$ cat src/rtl/rx_cc_pkg.sv
// Shared types and constants for the RX clock-compensation read side.
// FIFO word layout: SOF mark above a 32-bit data word.
package rx_cc_pkg;
  typedef enum logic [1:0] {IDLE, FILL, STREAM} state_e;

  localparam int SOF_BIT  = 32;
  localparam int DATA_W   = 32;
  localparam int RS_N_DEF = 255;
  localparam int RS_K_DEF = 223;
endpackage

$ cat src/rtl/rx_cc_sym_cnt.sv
// RS block symbol counter with wrap, SOF resync-load and data/check decode.
// Index and tags are combinational on the current head word; the count updates on pop.
module rx_cc_sym_cnt
  import rx_cc_pkg::*;
#(
  parameter int RS_N     = RS_N_DEF,
  parameter int RS_K     = RS_K_DEF,
  parameter int RS_CNT_W = 10
) (
  input  logic                clk_i,
  input  logic                rst_i,
  input  logic                pop_i,
  input  logic                sof_i,
  output logic [RS_CNT_W-1:0] idx_o,
  output logic                data_sym_o,
  output logic                check_sym_o,
  output logic                resync_o,
  output logic                blk_end_o
);
  localparam logic [RS_CNT_W-1:0] LAST_IDX = RS_CNT_W'(RS_N - 1);
  localparam logic [RS_CNT_W-1:0] K_LIM    = RS_CNT_W'(RS_K);

  logic [RS_CNT_W-1:0] cnt_q, cnt_d;

  always_comb begin
    // An SOF seen mid-block restarts the block on this very word.
    idx_o       = (sof_i && (cnt_q != '0)) ? '0 : cnt_q;
    resync_o    = pop_i && sof_i && (cnt_q != '0);
    blk_end_o   = pop_i && (idx_o == LAST_IDX);
    data_sym_o  = (idx_o < K_LIM);
    check_sym_o = ~data_sym_o;
    cnt_d       = cnt_q;
    if (pop_i) begin
      cnt_d = blk_end_o ? '0 : idx_o + RS_CNT_W'(1);
    end
  end

  always_ff @(posedge clk_i) begin
    if (rst_i) begin
      cnt_q <= '0;
    end else begin
      cnt_q <= cnt_d;
    end
  end
endmodule

$ cat src/rtl/rx_cc_rd_ctrl.sv
// Read sequencer for the RX CC FIFO: waits for half-full, then drains whole RS blocks.
// Pop is combinational on !empty; tagged output word is registered one cycle after the pop.
module rx_cc_rd_ctrl
  import rx_cc_pkg::*;
#(
  parameter int ADD_WIDTH = 4,
  parameter int RS_N      = RS_N_DEF,
  parameter int RS_K      = RS_K_DEF,
  parameter int RS_CNT_W  = 10
) (
  input  logic                 i_core_clk,
  input  logic                 i_core_rst,
  input  logic                 i_r_enable,
  input  logic [ADD_WIDTH-1:0] i_r_half_thres,
  input  logic [32:0]          i_c_fifo_rdata,
  input  logic                 i_c_fifo_empty,
  input  logic [ADD_WIDTH:0]   i_c_fifo_level,
  output logic                 o_c_fifo_rd_en,
  output logic [31:0]          o_c_data,
  output logic                 o_c_data_valid,
  output logic                 o_c_sof,
  output logic                 o_c_rs_data_symbol,
  output logic                 o_c_rs_check_symbol,
  output logic                 o_c_underflow,
  output logic [7:0]           o_c_resync_cnt
);
  state_e                state_q, state_d;
  logic [ADD_WIDTH-1:0]  thr;
  logic                  ready;
  logic                  pop;
  logic [RS_CNT_W-1:0]   idx;
  logic                  data_sym, check_sym, resync, blk_end;

  logic [DATA_W-1:0]     data_q;
  logic                  vld_q, sof_q, dsym_q, csym_q, unf_q;
  logic [7:0]            rcnt_q;

  assign thr   = (i_r_half_thres == '0) ? ADD_WIDTH'(1) : i_r_half_thres;
  assign ready = (i_c_fifo_level >= {1'b0, thr});

  rx_cc_sym_cnt #(
    .RS_N     (RS_N),
    .RS_K     (RS_K),
    .RS_CNT_W (RS_CNT_W)
  ) u_sym_cnt (
    .clk_i       (i_core_clk),
    .rst_i       (i_core_rst),
    .pop_i       (pop),
    .sof_i       (i_c_fifo_rdata[SOF_BIT]),
    .idx_o       (idx),
    .data_sym_o  (data_sym),
    .check_sym_o (check_sym),
    .resync_o    (resync),
    .blk_end_o   (blk_end)
  );

  always_ff @(posedge i_core_clk) begin
    if (i_core_rst) begin
      state_q <= IDLE;
    end else begin
      state_q <= state_d;
    end
  end

  always_comb begin
    state_d = state_q;
    case (state_q)
      IDLE:    if (i_r_enable) state_d = FILL;
      FILL: begin
        if (!i_r_enable) state_d = IDLE;
        else if (ready)  state_d = STREAM;
      end
      STREAM: begin
        // Enable is only honoured at a block boundary.
        if (blk_end) begin
          if (i_r_enable && ready) state_d = STREAM;
          else if (i_r_enable)     state_d = FILL;
          else                     state_d = IDLE;
        end
      end
      default: state_d = IDLE;
    endcase
  end

  always_comb begin
    pop = (state_q == STREAM) && !i_c_fifo_empty && !i_core_rst;
  end

  always_ff @(posedge i_core_clk) begin
    if (i_core_rst) begin
      data_q <= '0;
      vld_q  <= 1'b0;
      sof_q  <= 1'b0;
      dsym_q <= 1'b0;
      csym_q <= 1'b0;
      unf_q  <= 1'b0;
      rcnt_q <= '0;
    end else begin
      vld_q  <= pop;
      sof_q  <= pop && (idx == '0) && i_c_fifo_rdata[SOF_BIT];
      dsym_q <= pop && data_sym;
      csym_q <= pop && check_sym;
      if (pop) data_q <= i_c_fifo_rdata[DATA_W-1:0];
      if ((state_q == STREAM) && i_c_fifo_empty) unf_q <= 1'b1;
      if (resync && (rcnt_q != 8'hFF)) rcnt_q <= rcnt_q + 8'd1;
    end
  end

  assign o_c_fifo_rd_en      = pop;
  assign o_c_data            = data_q;
  assign o_c_data_valid      = vld_q;
  assign o_c_sof             = sof_q;
  assign o_c_rs_data_symbol  = dsym_q;
  assign o_c_rs_check_symbol = csym_q;
  assign o_c_underflow       = unf_q;
  assign o_c_resync_cnt      = rcnt_q;
endmodule

$ cat config.mk
export PLATFORM = sky130hd
export DESIGN_NAME = rx_cc_rd_ctrl
export DESIGN_NICKNAME = d
export VERILOG_FILES = /design/src/rtl/rx_cc_pkg.sv /design/src/rtl/rx_cc_sym_cnt.sv /design/src/rtl/rx_cc_rd_ctrl.sv
export SDC_FILE = /design/constraint.sdc
export NUM_CORES = 1
export LEC_CHECK = 0
export CAP_MARGIN = 5
export CELL_PAD_IN_SITES_DETAIL_PLACEMENT = 1
export CELL_PAD_IN_SITES_GLOBAL_PLACEMENT = 1
export CORE_MARGIN = 2
export CORE_UTILIZATION = 34
export CTS_BUF_LIST = sky130_fd_sc_hd__clkbuf_8 sky130_fd_sc_hd__clkbuf_16
export DETAILED_ROUTE_END_ITERATION = 8
export PLACE_DENSITY = 0.95
export SLEW_MARGIN = 25
export SYNTH_ARGS = -nofsm -noshare
export SYNTH_HDL_FRONTEND = slang
export SYNTH_SLANG_ARGS = --single-unit
$ cat constraint.sdc
create_clock -name i_core_clk -period 3.12 [get_ports i_core_clk]
set_clock_uncertainty 0.1 [all_clocks]
set_input_delay 0.624 -clock i_core_clk [delete_from_list [all_inputs] [get_ports i_core_clk]]
set_output_delay 0.624 -clock i_core_clk [all_outputs]
set_load 0.005 [all_outputs]
==> flow_metrics.py <==
metrics = {
    "clocking": {
        "tritoncts": "built",
        "clk_pin_slew_worst_paths_ns": 0.07,
        "root_buffer": "clkbuf_8",
        "clk_path_buf_depth": 2,
        "clock_sink_count": 57,
        "clock_insertion_delay_worst_skew_ns": 0.34,
        "total_cts_buffers": 9,
        "cts.repair_timing.setup_buffer_count": 0,
        "cts.repair.resized": 0,
        "h-tree-depth": 3,
        "cts_hold_repair.buffers": 0,
    },
    "detailed_routing": {
        "routed_wire_length_per_instance_um": 15.3,
        "dr.pass1.iters": 4,
        "drt_total_wl_mm": 7.80,
        "drt_iter0_drc": 134,
        "drc_errors": 0,
        "via_count": 2620,
        "avgViaCountPerCell": 5.16,
        "route.antenna.remaining_nets": 0,
    },
    "pwr": {
        "power.density_nw_per_um2": 412,
        "worst_ir_drop_vdd_mv": 0.186,
        "total_power_uw": 1550,
        "p_leak_uw": 0.00133,
    },
    "sta": {
        "timing.final.setup_violations": 0,
        "max-slew-margin-rel_pct": 55.8,
        "final_hold_viol_count": 0,
        "setup_tns_ns": 0,
        "rsz0062_at_grt": "no",
        "timing.final.crit_period_ns": 3.03,
        "tightest_slew_ns": 0.661,
        "timing.final.max_slew_violations": 0,
        "layout_worst_path_cycle_share_pct": 97.0,
        "max_freq_mhz": 330,
    },
    "logic_synthesis": {
        "dominantRegCellSynth": "dfxtp_1",
        "post_synth.cell_area_avg_um2": 8.18,
        "synth.area.top_cells": "dfxtp_1 (45%), nand2_1 (11%), o21ai_0 (7.7%), ha_1 (4.0%), inv_1 (2.5%)",
        "netlist-cell-type-count": 45,
        "ys_ff_latch": 57,
        "synth_most_common_cell": "nand2_1",
        "yosys.area_share.simple_pct": 23.8,
        "postSynthCellCount": 309,
        "synthDominantAreaCellType": "dfxtp_1",
        "syn_area_um2": 2530,
        "ys_seq_area_share_pct": 45.2,
        "ffs_w_async_s_r_synth_pct": 0,
        "synth_nets": 363,
        "synth-xor-area-share_pct": 0.347,
        "synthesis.yosys.warnings": 0,
        "adder_cell_share_of_the_synthesized_area_pct": 3.96,
        "synth_enable_flop_cells": 0,
        "synth_compound_gate_area_share_pct": 20.3,
        "synth_top_family_by_area": "simple AND/OR/NAND/NOR gates",
        "synthMuxAreaShare_pct": 0.446,
        "synth_common_cells": "nand2_1 (76), dfxtp_1 (57), o21ai_0 (39)",
        "synthDominantCellAreaShare_pct": 45.2,
    },
    "status": {
        "run_status": "finished, final reports clean",
    },
    "placement": {
        "place.detailed.hpwl_mm": 5.60,
        "place_congestion": 0.895,
        "numPortBuffers": 91,
    },
    "global_routing": {
        "grt_start_max_net_pins": 67,
        "gr-usage-all-layers_pct": 20.2,
        "number_of_global_route_vias_before_repair": 2803,
        "global_route_wire_length_before_repair_mm": 13.3,
        "initial_antenna_violation_count": 0,
        "grt.overflow.total": 0,
    },
    "floorplanning": {
        "die_width_um": 90.2,
        "die_area_um2": 8140,
        "design.core.area_um2": 7210,
        "dieHeight_um": 90.2,
        "starting_density_pct": 35.0,
        "io-pin-count": 92,
        "placementRows": 31,
    },
    "critical_path": {
        "kind_of_start_point_of_the_critical_path": "input pin",
        "worst_ep_required_time_ns": 2.40,
        "timing_worst_setup_path_type": "input pin to primary output",
        "worst-endpoint-arrival_ns": 2.30,
        "critPathCaptureType": "primary output",
        "crit_fanout": 2,
    },
    "final_layout": {
        "antenna_cells_inserted": 0,
        "final.fill_count": 872,
        "syn_to_final_growth_pct": 48.7,
        "multi_input_comb_area_um2": 1230,
        "ff_latch_area_um2": 1140,
        "design.final.nets": 458,
        "post_route_cells_drive_above_1_share_pct": 7.58,
    },
    "flow_run": {
        "max_cap_violations": 0,
    },
    "hold_path": {
        "holdCritPathClass": "register to register",
    },
}
==> routing by layer <==
| metal | GRT usage [%] | wire length [µm] | up-vias |
|---|---|---|---|
| met2 | 35.0 | 3860 | 101 |
| met1 | 23.1 | 3350 | 1225 |
| met5 | 0 | 0 | - |
| li1 | - | - | 1283 |
| met4 | 5.64 | 99 | 0 |
| met3 | 7.80 | 493 | 11 |
==> flip-flops by register name, indices dropped and copies added, names as in the netlist <==
name,cells
o_c_data_valid,1
u_sym_cnt.cnt_q,10
o_c_resync_cnt,8
o_c_rs_data_symbol,1
o_c_rs_check_symbol,1
state_q,2
o_c_underflow,1
o_c_sof,1
o_c_data,32
==> worst max-delay path: stages <==
cell and delay (ns):
clkdlybuf4s50_1 0.42, or4b_1 0.66, clkinv_8 0.08, clkdlybuf4s50_1 0.52
==> cell families (layout without fill, tap and decap cells) <==
family                     count (synthesis)  in the layout
AOI/OAI and AO/OA                         80             80
xor gates and xnor gates                   1              1
adders and majority gates                  8              8
buffers and inverters                     35            135
DFF                                       57             57
muxes                                      1              1
and+or+nand+nor                          127            127
==> metrics by stage <==
step / cells / area, µm² / hold slack [ns] / utilization [%] / setup WS (ns)
floorplan: 309 / 2530 / 0.352 / - / 0.779
global placement: 492 / 3560 / 0.344 / 49.3 / 0.0960
detailed placement: 492 / 3560 / 0.359 / 49.3 / 0.0846
CTS: 508 / 3760 / 0.368 / 52.1 / 0.0870
global route: 508 / 3760 / 0.388 / 52.1 / 0.0720
finish: 508 / 3760 / 0.365 / 52.1 / 0.0927
==> final timing paths <==
path | slack [ns] | to | depth (start not counted) | startpoint
min | 0.36 | o_c_data[16] | 2 | o_c_data[16]
max reg2reg | 0.86 | u_sym_cnt.cnt_q[7] | 8 | u_sym_cnt.cnt_q[1]
max | 0.09 | o_c_fifo_rd_en | 4 | i_c_fifo_empty
min reg2reg | 0.36 | o_c_data[16] | 2 | o_c_data[16]
==> power by group <==
part	internal, µW	leakage, µW	switching, µW
registers	736	0.000460	5.67
clock network	384	0.0000995	296
logic	76.6	0.000768	50.0
total	1200	0.00133	352
==> area by class of cell <==
| class | count | share of cell area [%] |
|---|---|---|
| clock buffer | 10 | 3.66 |
| inverter | 19 | 2.23 |
| timing repair buffer | 100 | 26.0 |
| multi-input combinational | 217 | 32.8 |
| sequential | 57 | 30.4 |
| clock inverter | 6 | 1.57 |
| tap | 99 | 3.30 |
==> cells in the final DEF, fill, tap and decap left out, drive strengths merged, types with 2 or more instances in the layout <==
| cell | n |
|---|---|
| and3 | 5 |
| nand2 | 76 |
| o31ai | 7 |
| clkinv | 4 |
| a31oi | 5 |
| dfxtp | 57 |
| nor2 | 9 |
| a22oi | 2 |
| clkbuf | 10 |
| nand4 | 3 |
| or4 | 3 |
| and4b | 2 |
| clkinvlp | 2 |
| nor4 | 5 |
| clkdlybuf4s50 | 91 |
| inv | 18 |
| o2111ai | 3 |
| nor3 | 2 |
| nor2b | 3 |
| o41ai | 2 |
| buf | 9 |
| a32oi | 5 |
| or3 | 2 |
| o211ai | 2 |
| nand2b | 2 |
| a21oi | 9 |
| and2 | 3 |
| and4 | 3 |
| o21ai | 40 |
| ha | 8 |
| nand3 | 6 |
No activity file was read; power rests on OpenSTA's default activity.
